**config.mk**
```make
export PLATFORM = sky130hd
export DESIGN_NAME = bullet_hit_score
export DESIGN_NICKNAME = d
export VERILOG_FILES = /design/src/rtl/bullet_hit_score.sv
export SDC_FILE = /design/constraint.sdc
export NUM_CORES = 1
export LEC_CHECK = 0
export BUFFER_PORTS_ARGS = -buffer_cell sky130_fd_sc_hd__clkbuf_2
export CORE_MARGIN = 1
export CORE_UTILIZATION = 45
export DETAILED_ROUTE_END_ITERATION = 8
export PLACE_DENSITY = 0.84
export SLEW_MARGIN = 25
export SYNTH_ARGS = -nofsm -noshare
export SYNTH_HDL_FRONTEND = slang
export SYNTH_SLANG_ARGS = --single-unit
```
**constraint.sdc**
```tcl
create_clock -name Clk -period 2.75 [get_ports Clk]
set_clock_uncertainty 0.15 [all_clocks]
set_input_delay 0.1375 -clock Clk [delete_from_list [all_inputs] [get_ports Clk]]
set_output_delay 0.1375 -clock Clk [all_outputs]
set_load 0.01 [all_outputs]
```
**src/rtl/bullet_hit_score.sv**
```systemverilog
// bullet_hit_score
// Two-tank bullet hit detection, lives/score keeping and round FSM.
// All FSM/lives/counter/winner updates happen on the one-Clk frame tick
// derived from frame_clk; bullet_clear pulses follow a strike by one Clk.
//
// Ports:
//   Clk, Reset                 system clock, synchronous active-high reset
//   frame_clk                  ~60 Hz frame strobe (asynchronous level)
//   keycode[7:0]               current keyboard keycode
//   tankN_X/Y[9:0]             tank top-left pixel
//   bulletN_X/Y[9:0]           bullet top-left pixel (bulletN fired by tankN)
//   hitN[1:0]                  2'b01 = tankN's bullet in flight
//   livesN[1:0]                remaining lives
//   game_state[1:0]            00 IDLE, 01 PLAY, 10 HIT, 11 OVER
//   freeze                     tanks must not move or fire
//   bullet_clearN              one-Clk pulse: retire tankN's bullet
//   tankN_flash                blink enable for a struck tank sprite
//   winner[1:0]                00 none, 01 tank1, 10 tank2, 11 draw
module bullet_hit_score #(
    parameter int          TANK_W       = 32,
    parameter int          TANK_H       = 32,
    parameter int          BUL_W        = 8,
    parameter int          BUL_H        = 8,
    parameter int          LIVES        = 3,
    parameter int          FLASH_FRAMES = 60,
    parameter logic [7:0]  START_KEY    = 8'h29
) (
    input  logic       Clk,
    input  logic       Reset,
    input  logic       frame_clk,
    input  logic [7:0] keycode,
    input  logic [9:0] tank1_X,
    input  logic [9:0] tank1_Y,
    input  logic [9:0] tank2_X,
    input  logic [9:0] tank2_Y,
    input  logic [9:0] bullet1_X,
    input  logic [9:0] bullet1_Y,
    input  logic [9:0] bullet2_X,
    input  logic [9:0] bullet2_Y,
    input  logic [1:0] hit1,
    input  logic [1:0] hit2,
    output logic [1:0] lives1,
    output logic [1:0] lives2,
    output logic [1:0] game_state,
    output logic       freeze,
    output logic       bullet_clear1,
    output logic       bullet_clear2,
    output logic       tank1_flash,
    output logic       tank2_flash,
    output logic [1:0] winner
);

    // Counter is at least 4 bits wide so bit 3 always exists for the blink.
    localparam int CW = ($clog2(FLASH_FRAMES + 1) < 4) ? 4 : $clog2(FLASH_FRAMES + 1);

    typedef enum logic [1:0] {
        ST_IDLE = 2'b00,
        ST_PLAY = 2'b01,
        ST_HIT  = 2'b10,
        ST_OVER = 2'b11
    } state_t;

    state_t          r_state, w_state_n;
    logic [1:0]      r_lives1, r_lives2, w_lives1_n, w_lives2_n;
    logic [1:0]      r_winner, w_winner_n;
    logic [CW-1:0]   r_cnt, w_cnt_n;
    logic            r_struck1, r_struck2, w_struck1_n, w_struck2_n;
    logic            r_clear1, r_clear2, w_clear1_n, w_clear2_n;
    logic            r_fc_q, r_fc_prev, r_tick;
    logic            w_str1, w_str2, w_key;

    // Inclusive-bounds bullet/tank overlap in 11-bit unsigned arithmetic.
    function automatic logic overlap(input logic [9:0] bx, input logic [9:0] by,
                                     input logic [9:0] tx, input logic [9:0] ty);
        logic [10:0] w_bx, w_by, w_tx, w_ty;
        w_bx = {1'b0, bx};
        w_by = {1'b0, by};
        w_tx = {1'b0, tx};
        w_ty = {1'b0, ty};
        return (w_bx <= w_tx + 11'(TANK_W)) && (w_bx + 11'(BUL_W) >= w_tx) &&
               (w_by <= w_ty + 11'(TANK_H)) && (w_by + 11'(BUL_H) >= w_ty);
    endfunction

    // w_strN: tankN struck by the other tank's bullet (never its own).
    assign w_str2 = (hit1 == 2'b01) && overlap(bullet1_X, bullet1_Y, tank2_X, tank2_Y);
    assign w_str1 = (hit2 == 2'b01) && overlap(bullet2_X, bullet2_Y, tank1_X, tank1_Y);
    assign w_key  = (keycode == START_KEY);

    always_ff @(posedge Clk) begin
        if (Reset) begin
            r_fc_q    <= 1'b0;
            r_fc_prev <= 1'b0;
            r_tick    <= 1'b0;
        end else begin
            r_fc_q    <= frame_clk;
            r_fc_prev <= r_fc_q;
            r_tick    <= r_fc_q & ~r_fc_prev;
        end
    end

    always_ff @(posedge Clk) begin
        if (Reset) begin
            r_state   <= ST_IDLE;
            r_lives1  <= 2'(LIVES);
            r_lives2  <= 2'(LIVES);
            r_winner  <= '0;
            r_cnt     <= '0;
            r_struck1 <= 1'b0;
            r_struck2 <= 1'b0;
            r_clear1  <= 1'b0;
            r_clear2  <= 1'b0;
        end else begin
            r_state   <= w_state_n;
            r_lives1  <= w_lives1_n;
            r_lives2  <= w_lives2_n;
            r_winner  <= w_winner_n;
            r_cnt     <= w_cnt_n;
            r_struck1 <= w_struck1_n;
            r_struck2 <= w_struck2_n;
            r_clear1  <= w_clear1_n;
            r_clear2  <= w_clear2_n;
        end
    end

    always_comb begin
        w_state_n   = r_state;
        w_lives1_n  = r_lives1;
        w_lives2_n  = r_lives2;
        w_winner_n  = r_winner;
        w_cnt_n     = r_cnt;
        w_struck1_n = r_struck1;
        w_struck2_n = r_struck2;
        w_clear1_n  = 1'b0;
        w_clear2_n  = 1'b0;
        if (r_tick) begin
            unique case (r_state)
                ST_IDLE: begin
                    w_lives1_n = 2'(LIVES);
                    w_lives2_n = 2'(LIVES);
                    if (w_key) w_state_n = ST_PLAY;
                end
                ST_PLAY: begin
                    if (w_str1 || w_str2) begin
                        // The shooter's bullet is retired, not the victim's.
                        w_clear1_n  = w_str2;
                        w_clear2_n  = w_str1;
                        w_struck1_n = w_str1;
                        w_struck2_n = w_str2;
                        if (w_str1 && r_lives1 != 2'd0) w_lives1_n = r_lives1 - 2'd1;
                        if (w_str2 && r_lives2 != 2'd0) w_lives2_n = r_lives2 - 2'd1;
                        if (w_lives1_n == 2'd0 || w_lives2_n == 2'd0) begin
                            w_state_n  = ST_OVER;
                            w_winner_n = {w_lives1_n == 2'd0, w_lives2_n == 2'd0};
                            w_cnt_n    = '0;
                        end else begin
                            w_state_n = ST_HIT;
                            w_cnt_n   = CW'(FLASH_FRAMES);
                        end
                    end
                end
                ST_HIT: begin
                    if (r_cnt <= CW'(1)) begin
                        w_state_n = ST_PLAY;
                        w_cnt_n   = '0;
                    end else begin
                        w_cnt_n = r_cnt - CW'(1);
                    end
                end
                ST_OVER: begin
                    if (w_key) begin
                        w_state_n  = ST_IDLE;
                        w_lives1_n = 2'(LIVES);
                        w_lives2_n = 2'(LIVES);
                        w_winner_n = '0;
                    end
                end
                default: w_state_n = ST_IDLE;
            endcase
        end
    end

    assign lives1        = r_lives1;
    assign lives2        = r_lives2;
    assign winner        = r_winner;
    assign game_state    = r_state;
    assign freeze        = (r_state != ST_PLAY);
    assign bullet_clear1 = r_clear1;
    assign bullet_clear2 = r_clear2;
    assign tank1_flash   = (r_state == ST_HIT) && r_struck1 && r_cnt[3];
    assign tank2_flash   = (r_state == ST_HIT) && r_struck2 && r_cnt[3];

endmodule

```
* Word-level counts from Yosys, hierarchy flattened
Index checks and enable logic that the tools add are counted.
Cells by class: add/subtract/negate cells 11, equal/unequal tests 12, muxes and demuxes 26, order comparisons 9, reduce and logical (&&, ||, !) cells 30, bitwise gates (word level) 5
Operator list (number):
- $add 10x4->11 const B | 4
- $add 10x6->11 const B | 4
- $ge 11x10->1 | 4
- $le 10x11->1 | 4
- $mux 2 | 17
- $mux 6 | 3
- $logic_and 1x1->1 | 14
- $pmux 2 s3 | 2
- $pmux 6 s2 | 1
- $ne 2x2->1 const B | 5
- $reduce_and 5->1 | 2
- $eq 8x6->1 const B | 1
- $pmux 2 s4 | 1
- $reduce_bool 2->1 | 4
- $eq 2x1->1 const B | 3
- $le 6x1->1 const B | 1
- $logic_not 2->1 | 3
- $reduce_and 3->1 | 2
- $sub 6x1->6 const B | 1
- $eq 2x2->1 const B | 2
- $not 1->1 | 4
- $pmux 2 s2 | 1
- $reduce_and 4->1 | 1
- $reduce_or 4->1 | 1
- other kinds (6) | 8
Word-level totals: output and inout bits 13, register bits after elaboration 21, word-level logic and storage cells 105, input bits 95

* Longest topological paths before layout
Gate-level depths: netlist (run 1).
depth after elaboration 16, depth in mapped cells 13, mapped depth without buffers 13

* Worst setup path after synthesis (run 1)
Ideal clock, no wire load.
path kind input to register, start point input port tank1_X[5], end point register r_winner[0] (netlist: winner[0]), stages 13, library setup time 0.125 ns, path buffers 0, required time 2.475 ns, slack -0.132 ns, arrival time 2.607 ns, path through inv_1 > nor3_1 > xnor2_1 > ha_1 > a21o_1 > a211o_1 > a211o_1 > a2111oi_2 > nand2_1 > a2bb2oi_2 > and2_4 > nor3_2 > o211ai_2
Between the ends: cells in the longest elaborated chain, start to end 15, elaborated cells between the ends (all ways) 18, those cells by class add/sub (1); order compare (2); eq/ne (2); mux (4); reduce/logical (9)
Ends and longest elaborated chain:
- start: declaration | RTL line 32 | input logic [9:0] tank1_X,
- $add 10x6->11 | RTL line 80 | return (w_bx <= w_tx + 11'(TANK_W)) && (w_bx + 11'(BUL_W) >= w_tx) &&
- $le 10x11->1 | RTL line 80
- $logic_and 1x1->1 * (2 in series) | RTL line 80
- $logic_and 1x1->1 * | RTL line 81 | (w_by <= w_ty + 11'(TANK_H)) && (w_by + 11'(BUL_H) >= w_ty);
- $logic_and 1x1->1 * | RTL line 86 | assign w_str1 = (hit2 == 2'b01) && overlap(bullet2_X, bullet2_Y, tank1_X, tank1_Y);
- $logic_and 1x1->1 | RTL line 149 | if (w_str1 && r_lives1 != 2'd0) w_lives1_n = r_lives1 - 2'd1;
- $mux 2 | RTL line 149
- $mux 2 | RTL line 143 | if (w_str1 || w_str2) begin
- $mux 2 | RTL line 136 | unique case (r_state)
- $mux 2 | RTL line 135 | if (r_tick) begin
- $logic_not 2->1 | RTL line 151 | if (w_lives1_n == 2'd0 || w_lives2_n == 2'd0) begin
- $logic_or 1x1->1 | RTL line 151
- $ne 2x2->1 (no source line)
- $reduce_and 5->1 (no source line) *
- end signal: assignment | RTL line 116 | r_winner <= w_winner_n;
- end: declaration | RTL line 65 | logic [1:0] r_winner, w_winner_n;
Every way passes the cells marked *; elsewhere a longest branch is shown, timed or not. The select of a mux whose other input is x is not followed. A chain may end at the register's enable or synchronous reset.

* Worst setup path after layout (run 1)
start point input port tank1_X[5], end point register r_cnt[3]
Between the ends: cells in the longest elaborated chain, start to end 16, elaborated cells between the ends (all ways) 20, those cells by class add/sub (1); order compare (2); eq/ne (1); mux (7); reduce/logical (9)
Ends and longest elaborated chain:
- $add 10x6->11 | RTL line 80
- $le 10x11->1 | RTL line 80
- $logic_and 1x1->1 * (2 in series) | RTL line 80
- $logic_and 1x1->1 * | RTL line 81
- $logic_and 1x1->1 * | RTL line 86
- $logic_and 1x1->1 | RTL line 149
- $mux 2 | RTL line 149
- $mux 2 | RTL line 143
- $mux 2 | RTL line 136
- $mux 2 | RTL line 135
- $logic_not 2->1 | RTL line 151
- $logic_or 1x1->1 | RTL line 151
- $mux 6 | RTL line 151
- $mux 6 | RTL line 143
- $pmux 6 s2 | RTL line 136
- end signal: assignment | RTL line 117 | r_cnt <= w_cnt_n;
- end: declaration | RTL line 66 | logic [CW-1:0] r_cnt, w_cnt_n;
Marks and branches as above.

==> results of run 1 <==
-- sequential cells by signal, indices dropped and copies added, names as in the netlist --
name / flops
r_fc_prev: 1
r_tick: 1
bullet_clear2: 1
game_state: 2
r_fc_q: 1
r_struck1: 1
winner: 2
r_cnt: 6
lives2: 2
lives1: 2
r_struck2: 1
bullet_clear1: 1
-- routing by layer --
metal	vias up	routed length, µm
met3	17	632
met5	-	0
met4	0	179
met1	1833	4110
li1	2011	-
met2	146	5020
-- power by group through the flow --
stage | clock, mW | sequential [mW] | combinational [mW]
3_5_place_dp | 0 | 0.315 | 0.570
5_1_grt | 0.218 | 0.309 | 0.689
2_1_floorplan | 0 | 0.313 | 0.333
3_3_place_gp | 0 | 0.315 | 0.541
6_report | 0.203 | 0.309 | 0.618
4_1_cts | 0.207 | 0.308 | 0.581
-- metrics by stage --
step	cells	total power [mW]
after floorplan	462	0.647
after global placement	719	0.857
after detailed placement	719	0.885
after CTS	725	1.10
after global routing	729	1.22
final	729	1.13
-- worst register-to-register path, delay by kind of cell, from the launching register on --
kind                   cells  cell delay [ns]
DFF                        1             0.58
and+or+nand+nor            4             0.79
buffers and inverters      3             0.45
AOI/OAI and AO/OA          1             0.14
-- path summary, 6_finish.rpt --
path | depth (start not counted) | slack, ns | endpoint
setup / recovery | 15 | -0.04 | r_cnt[3]$_SDFFE_PP0P_
hold / removal | 2 | 0.23 | r_struck2$_SDFFE_PP0P_
setup reg to reg | 8 | 0.56 | r_cnt[5]$_SDFFE_PP0P_
hold reg to reg | 1 | 0.24 | r_tick$_SDFF_PP0_
-- layout make-up --
| type | count | area, µm² | share of cell area |
|---|---|---|---|
| Clock buffer | 3 | 41.3 | 0.00844 |
| Timing Repair Buffer | 165 | 1000 | 0.204 |
| Clock inverter | 1 | 5.00 | 0.00102 |
| Inverter | 65 | 249 | 0.0509 |
| Sequential cell | 21 | 420 | 0.0859 |
| Tap cell | 102 | 128 | 0.0261 |
| Multi-Input combinational cell | 372 | 3050 | 0.623 |
-- placed cells by master, fill, tap and decap left out, types with 7 or more instances in the layout --
cell type,synthesis,layout
xnor2_1,28,28
nand3_1,38,38
a21o_1,10,10
buf_4,0,57
dfxtp_1,21,21
nor2_1,26,26
nand2_1,17,16
nand3b_1,7,7
and3_1,14,14
a21oi_1,34,30
o21ai_0,12,12
ha_1,80,78
nor3_1,14,11
inv_1,64,62
clkbuf_2,0,104
-- cell families after synthesis --
group,after synthesis,synth area share
flops,21,0.118
compound gates,105,0.209
fa+ha+maj,80,0.281
simple gates,152,0.232
mux,3,0.00842
buf+inv,69,0.0734
xor+xnor,32,0.0786
-- timing repair --
action / CTS / global route
setup endpoints to repair: 6 / 15
resized for setup: 9 / 32
pin swaps: 16 / 15
buffers inserted: 1 / 4
hold endpoints to repair: 1 / 0
hold buffers: 1 / 0
==> implementation parameters, run 1 <==
Parameter                              Value

Logic synthesis
  Post-Synthesis Cell Area    0.00356 mm²
  Post-synthesis register bit count    21
  Ranking of synthesized cells by area    ha_1, dfxtp_1, xnor2_1
  Synthesized netlist net count    637
  Share of the synthesized area in the top cell type    0.281
  Cell type with the highest aggregate area in the netlist    ha_1
  Most common library cells after synthesis    ha_1, inv_1, nand3_1
  Post-synth top flop    dfxtp_1
  Distinct cells, synth    62
  Top-count cell post-synth    ha_1
  Async set or reset register ratio after synthesis    0
  Count of yosys warnings during synthesis    0
  Gate count after technology mapping    462
  Fraction of the yosys area taken by sequential cells    0.118
  Mean Syn Cell Area    7.72 µm²
  Number of flops mapped to enable cells by yosys    0

Route
  First-pass iteration count of the detailed router    4
  Via count    between 4000 and 5000
  Total detailed-routing wirelength    9950 µm
  Number of DRC markers in iteration 0    ~130
  Mean routed wirelength per cell    13.6 µm
  DR DRC count    0
  Post-detailed-route count of antenna-violating nets    0
  Number of vias per cell after detailed routing    5.50

Place
  Placer's final routability congestion estimate    about 0.94
  Setup slack after placement    -0.358 ns
  Hpwl dp    around 8300 µm
  Total placed instance area    0.00462 mm²
  IO Port Bufs    107

STA
  Relative slew margins    0.664
  Setup Total Neg Slack    -0.0528 ns
  Final-report max-slew violation count    0
  Final worst path period need    roughly 2.8 ns
  Final Hold Fails    0
  Transition at the pin with the smallest max-transition slack    0.491 ns
  Period utilisation layout    1.01
  Final setup violation count    2
  Minimum setup slack in the final design    -0.0370 ns
  Setup repair after global routing missed its margin    true
  Achievable Freq    ~0.36 GHz
  Final hold slack    0.230 ns

Die
  CORE AREA    ~0.0077 mm²
  Number of placed I/O pins    108
  Effective utilization at floorplan    0.464
  Die H    roughly 91 µm
  Horizontal die dimension    ~91 µm
  Area of the die    0.00828 mm²
  Number of placement rows    32

Power and ir drop
  Switching power total    0.416 mW
  Part of the total power dissipated in combinational logic    0.547
  Max IR drop VDD    roughly 260 µV
  Sequential group share of total power    0.273
  Total power density per cell area    231 mW/mm²
  Reported leakage power    2.55 nW
  Sw Share    0.368
  Internal Dissipation    0.714 mW
  Clock Power Share    0.180

Worst setup path
  Type of element capturing the critical path    flip-flop
  Critical path type    in2reg
  Startpoint of the worst setup timing path    tank1_X[5]
  Data required time of the critical path    2.78 ns
  Family with the most delay on the worst path    compound AO/OA/AOI/OAI gates
  Worst flop-to-flop path startpoint    game_state[1]$_SDFFE_PP0P_
  Worst setup SP type    primary input
  Maximum fanout encountered on the critical timing path    4
  Cell-by-cell trace of the critical path    buf_4 > inv_2 > nor3_4 > xnor2_1 > ha_1 > a21o_1 > a211o_1 > a211o_1 > a2111oi_4 > buf_4 > a21oi_4 > a2bb2oi_2 > and2_4 > a21oi_2 > o31ai_2
  Arrival time of the worst setup path    between 2 and 3 ns
  Library cell contributing the largest single delay on the critical path    a2111oi_4
  Slowest stage delay, CP    0.35 ns
  WP buf/inv    3

Global routing
  Overall overflow remaining after global route    0
  Met3 routing resource usage after global routing    0.0385
  Tot GR Track Use    0.233
  Met2 track demand over resource    0.440
  Met1 Use GR    0.272
  Highest-utilization routing layer at the global route stage    met2
  First-pass GRT wire length    16400 µm
  Pin count of the biggest net entering global routing    26
  Antenna violations before repair    0
  Vias in the first global route    3977

Layout
  Antenna Cells    0
  Layout cell share with drive strength beyond 1    0.333
  Number of filler instances in the final layout    686
  Synthesis-to-layout area growth    37.2%
  Fin util    0.636
  Post-route cell area    0.00489 mm²
  Number of nets in the final layout    803

Hold path
  Hold Crit Class    in2reg
  Hold wc startpoint    Reset

Clocking
  CTS Root Cell    clkbuf_8
  Clock tree buffer depth    2
  Num Clock Sinks    21
  Clock latency at the later pin of the worst-skew pair    0.26 ns
  Number of H-tree branching levels    1
  Number of buffers added by the clock tree synthesis step    3
  Clk pin slew, worst setup/hold paths    0.08 ns
  Clock tree from TritonCTS    yes

Job
  Count of max-cap constraint violations    0

Status
  Failing checks    setup timing
  Status    finished with violations
No activity file was read; power rests on OpenSTA's default activity.
==> inputs of run 2 (changes only) <==
SKIP_LAST_GASP = 1   (was not set)
==> run 2 against run 1 <==
The run still ends with setup timing left. Total power about the same. Count of clock-buffer cells in the layout unchanged. Critical path depth is the same. Global-route usage did not move. Register-to-register slack improved by 0.02 ns. Clock power hardly changed. Die area unchanged. Fmax is 0.41% higher. Largest power group unchanged. Highest routed layer unchanged.
==> implementation parameters, run 2 (synthesized netlist as in run 1, its figures left out) <==
Parameter                              Value

Layout
  Synthesis-to-layout area growth    37.1% (was 37.2%)
  Commonest non-fill, non-tap cell in the layout    clkbuf_2 (unchanged)
  Number of nets in the final layout    803 (unchanged)
  Largest register FFs    6 (unchanged)
  Largest reg by FF count    r_cnt (unchanged)
  Top library cells by usage in the layout, fill and taps aside    clkbuf_2, ha_1, inv_1 (unchanged)
  Fin util    0.636 (about the same)
  Layout cell share with drive strength beyond 1    0.333 (unchanged)
  Antenna Cells    0 (unchanged)

Worst setup path
  Critical path type    in2reg (unchanged)
  Type of element capturing the critical path    flip-flop (unchanged)
  Worst setup SP type    primary input (unchanged)
  Data required time of the critical path    2.78 ns (about the same)
  Arrival time of the worst setup path    2.81 ns (was 2.82 ns)
  Maximum fanout encountered on the critical timing path    4 (unchanged)

STA
  Final worst path period need    2.78 ns (was 2.79 ns)
  Period utilisation layout    1.01 (about the same)
  Final-report max-slew violation count    0 (unchanged)
  Final Hold Fails    0 (unchanged)
  Transition at the pin with the smallest max-transition slack    0.493 ns (was 0.491 ns)
  Setup repair after global routing missed its margin    true (unchanged)
  Final setup violation count    2 (unchanged)
  Relative slew margins    0.663 (was 0.664)
  Achievable Freq    0.360 GHz (was 0.359 GHz)
  Minimum setup slack in the final design    -0.0258 ns (was -0.0370 ns)

Clocking
  Number of buffers added by the clock tree synthesis step    3 (unchanged)
  Clock latency at the later pin of the worst-skew pair    0.26 ns (about the same)
  Clock tree from TritonCTS    yes (unchanged)
  Number of H-tree branching levels    1 (unchanged)
  CTS Root Cell    clkbuf_8 (unchanged)
  Clock tree buffer depth    2 (unchanged)
  Clk pin slew, worst setup/hold paths    0.08 ns (about the same)
  Num Clock Sinks    21 (unchanged)

Global routing
  Met2 track demand over resource    0.440 (unchanged)
  Antenna violations before repair    0 (unchanged)
  Pin count of the biggest net entering global routing    26 (unchanged)
  Highest-utilization routing layer at the global route stage    met2 (unchanged)
  Vias in the first global route    3977 (unchanged)
  Overall overflow remaining after global route    0 (unchanged)
  First-pass GRT wire length    16400 µm (unchanged)
  Met3 routing resource usage after global routing    0.0385 (unchanged)
  Tot GR Track Use    0.233 (unchanged)
  Met1 Use GR    0.272 (unchanged)

Die
  Number of placed I/O pins    108 (unchanged)
  CORE AREA    0.00769 mm² (unchanged)
  Horizontal die dimension    91 µm (unchanged)
  Number of placement rows    32 (unchanged)
  Die H    91 µm (unchanged)
  Area of the die    0.00828 mm² (unchanged)
  Effective utilization at floorplan    0.464 (unchanged)

Hold path
  Hold Crit Class    in2reg (unchanged)

Route
  Via count    3990 (was 4007)
  Post-detailed-route count of antenna-violating nets    0 (unchanged)
  Number of vias per cell after detailed routing    5.47 (was 5.50)
  Number of DRC markers in iteration 0    138 (was 127)
  First-pass iteration count of the detailed router    4 (unchanged)
  DR DRC count    0 (unchanged)
  Total detailed-routing wirelength    9960 µm (was 9950 µm)
  Mean routed wirelength per cell    13.7 µm (was 13.6 µm)

Place
  IO Port Bufs    107 (unchanged)
  Placer's final routability congestion estimate    0.944 (unchanged)
  Hpwl dp    8340 µm (unchanged)

Status
  Failing checks    setup timing (unchanged)
  Status    finished with violations (unchanged)

Power and ir drop
  Total power density per cell area    231 mW/mm² (about the same)
  Tot Pwr    1.13 mW (about the same)
  Max IR drop VDD    260 µV (was 261 µV)
  Reported leakage power    2.55 nW (about the same)

Job
  Count of max-cap constraint violations    0 (unchanged)
-- run 2: repair_timing --
item / CTS / global route
buffers inserted: 1 / 4
pin swaps: 16 / 15
endpoints found under the hold margin: 1 / 0
setup endpoints to repair: 6 / 15
resized for setup: 9 / 31
hold buffers: 1 / 0
-- run 2: path summary, 6_finish.rpt --
| path | slack, ns | to | cells after the start | start |
|---|---|---|---|---|
| worst min-delay path | 0.23 | r_struck2$_SDFFE_PP0P_ | 2 | Reset |
| worst max register to register | 0.58 | r_cnt[5]$_SDFFE_PP0P_ | 8 | game_state[1]$_SDFFE_PP0P_ |
| worst max-delay path | -0.03 | r_cnt[3]$_SDFFE_PP0P_ | 15 | tank1_X[5] |
| worst min register to register | 0.24 | r_tick$_SDFF_PP0_ | 1 | r_fc_prev$_SDFF_PP0_ |
-- run 2: layout make-up --
type,count,area (µm²)
clock buffer,3,41.3
clock inverter,1,5.00
fill,688,2800
inverter,65,249
multi-input combinational,372,3050
sequential,21,420
tap,102,128
timing repair buffer,165,996
-- run 2: where the power goes --
group          switching, mW  internal (mW)  total, mW
clock network          0.102          0.101      0.203
registers            0.00277          0.306      0.309
logic                  0.311          0.307      0.618
-- run 2: per-stage QoR --
step | hold WS [ns] | setup TNS, ns | cells | setup slack [ns] | cell area [µm²]
global placement | 0.195 | -2.02 | 719 | -0.216 | 4620
floorplan | 0.0666 | -0.0764 | 462 | -0.0574 | 3580
global route | 0.262 | -0.953 | 729 | -0.162 | 4890
finish | 0.230 | -0.0290 | 729 | -0.0258 | 4890
detailed placement | 0.220 | -3.79 | 719 | -0.358 | 4620
CTS | 0.222 | -0.109 | 725 | -0.0550 | 4720
-- run 2: per-layer routing --
layer | vias up | wire length (µm)
met5 | - | 0
met4 | 0 | 179
met3 | 17 | 616
met2 | 133 | 5020
met1 | 1829 | 4140
li1 | 2011 | -
-- run 2: worst max-delay path: stages --
cell and delay [ns]:
buf_4 0.12, inv_2 0.05, nor3_4 0.14, xnor2_1 0.15, ha_1 0.26, a21o_1 0.19, a211o_1 0.25, a211o_1 0.29
a2111oi_4 0.35, buf_4 0.19, a21oi_4 0.06, a2bb2oi_2 0.17, and2_4 0.22, a21oi_2 0.07, o31ai_2 0.17
==> inputs of run 3 (changes only) <==
ABC_AREA = 1   (was not set)
PLACE_DENSITY = 0.83   (was 0.84)
==> run 3 against run 2 <==
Count of clock-buffer cells in the layout increased by 1. The run now ends clean. Hold slack lost 0.22 ns. Combinational power fell by 3.9%. Highest routed layer unchanged. Routed wire length fell by 8.5%. Largest cell class unchanged. Total power shrank 1.3%. Sequential power is essentially flat. Cell count rose by 15%. Die area increased by 10%.
==> implementation parameters, run 3 <==
Parameter                              Value

Clocking
  Number of buffers added by the clock tree synthesis step    3 (unchanged)
  Clk pin slew, worst setup/hold paths    0.08 ns (about the same)
  Clock tree from TritonCTS    yes (unchanged)
  Num Clock Sinks    21 (unchanged)
  Number of H-tree branching levels    1 (unchanged)
  Setup fix buffers added after clock tree synthesis    0 (was 1)
  CTS Root Cell    clkbuf_8 (unchanged)
  Clock tree buffer depth    2 (unchanged)
  Clock latency at the later pin of the worst-skew pair    0.27 ns (was 0.26 ns)

Global routing
  Tot GR Track Use    0.203 (was 0.233)
  Pin count of the biggest net entering global routing    13 (was 26)
  Antenna violations before repair    0 (unchanged)
  Overall overflow remaining after global route    0 (unchanged)
  First-pass GRT wire length    15300 µm (was 16400 µm)
  Vias in the first global route    3800 (was 3977)

Worst setup path
  Family with the most delay on the worst path    simple AND/OR/NAND/NOR gates (was compound AO/OA/AOI/OAI gates)
  Register-to-Register Path Depth    9 (was 8)
  CP dominant cell by count    nand2_1
  Cell-by-cell trace of the critical path    clkbuf_2 > ha_2 > nand2_1 > inv_1 > nand2_1 > xor2_1 > inv_1 > ha_1 > nand2_1 > nor2_1 > nand2_1 > nand2_1 > nand2_1 > nand3_2 > nand2_1 > nor2_2 > nand4_4 > nand2_2 > o21ai_4 > nand2_4 > nand3_4 > a21oi_1 > nor2_1 (was buf_4 > inv_2 > nor3_4 > xnor2_1 > ha_1 > a21o_1 > a211o_1 > a211o_1 > a2111oi_4 > buf_4 > a21oi_4 > a2bb2oi_2 > and2_4 > a21oi_2 > o31ai_2)
  Worst setup SP type    primary input (unchanged)
  Slowest stage delay, CP    0.30 ns (was 0.35 ns)
  Type of element capturing the critical path    flip-flop (unchanged)
  WP buf/inv    3 (unchanged)
  Critical R2R Capture    winner[0]$_SDFFE_PP0P_ (was r_cnt[5]$_SDFFE_PP0P_)
  R2R setup slack    0.67 ns (was 0.58 ns)
  Worst flop-to-flop path startpoint    r_cnt[0]$_SDFFE_PP0P_ (was game_state[1]$_SDFFE_PP0P_)
  Critical path type    in2reg (unchanged)
  Library cell contributing the largest single delay on the critical path    ha_1 (was a2111oi_4)
  Arrival time of the worst setup path    2.50 ns (was 2.81 ns)
  Maximum fanout encountered on the critical timing path    4 (unchanged)
  Data required time of the critical path    2.77 ns (was 2.78 ns)

Logic synthesis
  Top-count cell post-synth    nand2_1 (was ha_1)
  Most common library cells after synthesis    nand2_1, inv_1, ha_1 (was ha_1, inv_1, nand3_1)
  Synthesized netlist net count    796 (was 637)
  Ranking of synthesized cells by area    ha_1, nand2_1, inv_1 (was ha_1, dfxtp_1, xnor2_1)
  Count of yosys warnings during synthesis    0 (unchanged)
  Gate count after technology mapping    621 (was 462)
  Share of the synthesized area in the top cell type    0.255 (was 0.281)
  Mean Syn Cell Area    6.32 µm² (was 7.72 µm²)
  Distinct cells, synth    36 (was 62)
  Number of flops mapped to enable cells by yosys    0 (unchanged)
  Cell type with the highest aggregate area in the netlist    ha_1 (unchanged)
  Post-synth top flop    dfxtp_1 (unchanged)
  Post-synthesis register bit count    21 (unchanged)
  Post-Synthesis Cell Area    0.00393 mm² (was 0.00356 mm²)
  Fraction of the yosys area taken by sequential cells    0.107 (was 0.118)
  Async set or reset register ratio after synthesis    0 (unchanged)

Place
  Placer's final routability congestion estimate    0.864 (was 0.944)
  IO Port Bufs    107 (unchanged)
  Hpwl dp    7800 µm (was 8340 µm)
  Number of instances in the placed design    834 (was 719)

Status
  Status    complete, no violations (was finished with violations)

STA
  Final hold slack    0.00813 ns (was 0.230 ns)
  Period utilisation layout    0.901 (was 1.01)
  Final worst path period need    2.48 ns (was 2.78 ns)
  Setup Total Neg Slack    0 ns (was -0.0290 ns)
  Relative slew margins    0.709 (was 0.663)
  Final-report max-slew violation count    0 (unchanged)
  Transition at the pin with the smallest max-transition slack    0.437 ns (was 0.493 ns)
  Final Hold Fails    0 (unchanged)
  Final setup violation count    0 (was 2)
  Achievable Freq    0.404 GHz (was 0.360 GHz)

Layout
  Commonest non-fill, non-tap cell in the layout    nand2_1 (was clkbuf_2)
  Antenna Cells    0 (unchanged)
  Largest register FFs    6 (unchanged)
  Largest reg by FF count    r_cnt (unchanged)
  Synthesis-to-layout area growth    21.0% (was 37.1%)
  Final Instance Count excl. Fillers    839 (was 729)
  Number of filler instances in the final layout    819 (was 688)
  Fin util    0.570 (was 0.636)
  Top library cells by usage in the layout, fill and taps aside    nand2_1, inv_1, clkbuf_2 (was clkbuf_2, ha_1, inv_1)
  Layout cell share with drive strength beyond 1    0.221 (was 0.333)
  Number of nets in the final layout    910 (was 803)

Route
  Post-detailed-route count of antenna-violating nets    0 (unchanged)
  Via count    4161 (was 3990)
  Total detailed-routing wirelength    9110 µm (was 9960 µm)
  Mean routed wirelength per cell    10.9 µm (was 13.7 µm)
  DR DRC count    0 (unchanged)
  First-pass iteration count of the detailed router    4 (unchanged)
  Number of DRC markers in iteration 0    178 (was 138)
  Number of vias per cell after detailed routing    4.96 (was 5.47)

Hold path
  Hold wc startpoint    Reset (unchanged)
  Number of cells on the worst hold path    2 (unchanged)
  Hold Crit Class    in2reg (unchanged)
  End point of the worst hold path    game_state[0]$_SDFFE_PP0P_ (was r_struck2$_SDFFE_PP0P_)

Die
  Number of placed I/O pins    108 (unchanged)
  Number of placement rows    33 (was 32)
  Effective utilization at floorplan    0.471 (was 0.464)
  Die H    95.4 µm (was 91 µm)
  Horizontal die dimension    95.4 µm (was 91 µm)
  Area of the die    0.00910 mm² (was 0.00828 mm²)
  CORE AREA    0.00834 mm² (was 0.00769 mm²)

Power and ir drop
  Total power density per cell area    235 mW/mm² (was 231 mW/mm²)
  Reported leakage power    2.78 nW (was 2.55 nW)
  Max IR drop VDD    110 µV (was 260 µV)
  Tot Pwr    1.11 mW (was 1.13 mW)

Job
  Count of max-cap constraint violations    0 (unchanged)
-- run 3: cell types whose count changed after synthesis, sizes merged, moves of 17 or more --
cell and delta:
xor2 +17, nand2 +119, nor2 +56, inv +58
xnor2 -17
-- run 3: area by class of cell --
cell class                      count  area (µm²)  share of cell area
Sequential cell                    21         420              0.0884
Multi-Input combinational cell    474        3120               0.656
Tap cell                          105         131              0.0276
Clock buffer                        4        45.0             0.00948
Timing Repair Buffer              111         571               0.120
Inverter                          124         467              0.0982
-- run 3: cell families after synthesis --
| family | Yosys count | synth area share |
|---|---|---|
| adder cells (fa/ha/maj) | 80 | 0.255 |
| AND/OR/NAND/NOR | 290 | 0.342 |
| AO/OA/AOI/OAI | 72 | 0.104 |
| buffers and inverters | 126 | 0.121 |
| flip-flops | 21 | 0.107 |
| XOR/XNOR | 32 | 0.0714 |
-- run 3: power breakdown --
group / leakage, nW / internal [mW] / switching, mW
clock: 0.0228 / 0.104 / 0.105
combinational: 2.58 / 0.252 / 0.342
sequential: 0.170 / 0.309 / 0.00312
total: 2.78 / 0.664 / 0.450
-- run 3: metrics by stage --
| step | setup slack, ns | area [µm²] |
|---|---|---|
| global placement | 0.0779 | 4610 |
| detailed placement | -0.0392 | 4610 |
| finish | 0.272 | 4750 |
| CTS | 0.198 | 4660 |
| floorplan | 0.392 | 3930 |
| global route | -0.00960 | 4750 |
-- run 3: worst register-to-register path, delay by kind of cell, from the launching register on --
family,cells,cell delay (ns)
simple gates,5,0.73
compound gates,2,0.41
flops,1,0.36
fa+ha+maj,1,0.25
buf+inv,1,0.09
-- run 3: what timing repair did --
action | CTS | global route
hold endpoints to repair | 1 | 0
gates resized for setup | 0 | 20
hold buffers | 1 | 0
endpoints found under the setup margin | 0 | 7
-- run 3: how the worst max path moves through the flow --
stage | startpoint | end | slack (ns) | depth (start not counted)
floorplan | bullet1_X[3] | winner[0]$_SDFFE_PP0P_ | 0.39 | 22
global placement | bullet1_X[3] | winner[0]$_SDFFE_PP0P_ | 0.08 | 23
detailed placement | bullet1_X[3] | r_cnt[5]$_SDFFE_PP0P_ | -0.04 | 22
CTS | bullet1_X[3] | r_cnt[5]$_SDFFE_PP0P_ | 0.20 | 22
global route | bullet1_X[3] | winner[0]$_SDFFE_PP0P_ | -0.01 | 22
finish | bullet1_X[3] | winner[0]$_SDFFE_PP0P_ | 0.27 | 23
-- run 3: routing by layer --
| layer | vias to the layer above | wire [µm] | share of wire | GRT usage |
|---|---|---|---|---|
| li1 | 2222 | - | - | - |
| met1 | 1798 | 4160 | 0.46 | 0.255 |
| met2 | 126 | 4300 | 0.47 | 0.376 |
| met3 | 15 | 486 | 0.053 | 0.00957 |
| met4 | 0 | 166 | 0.018 | 0.0522 |
| met5 | - | 0 | 0 | 0 |
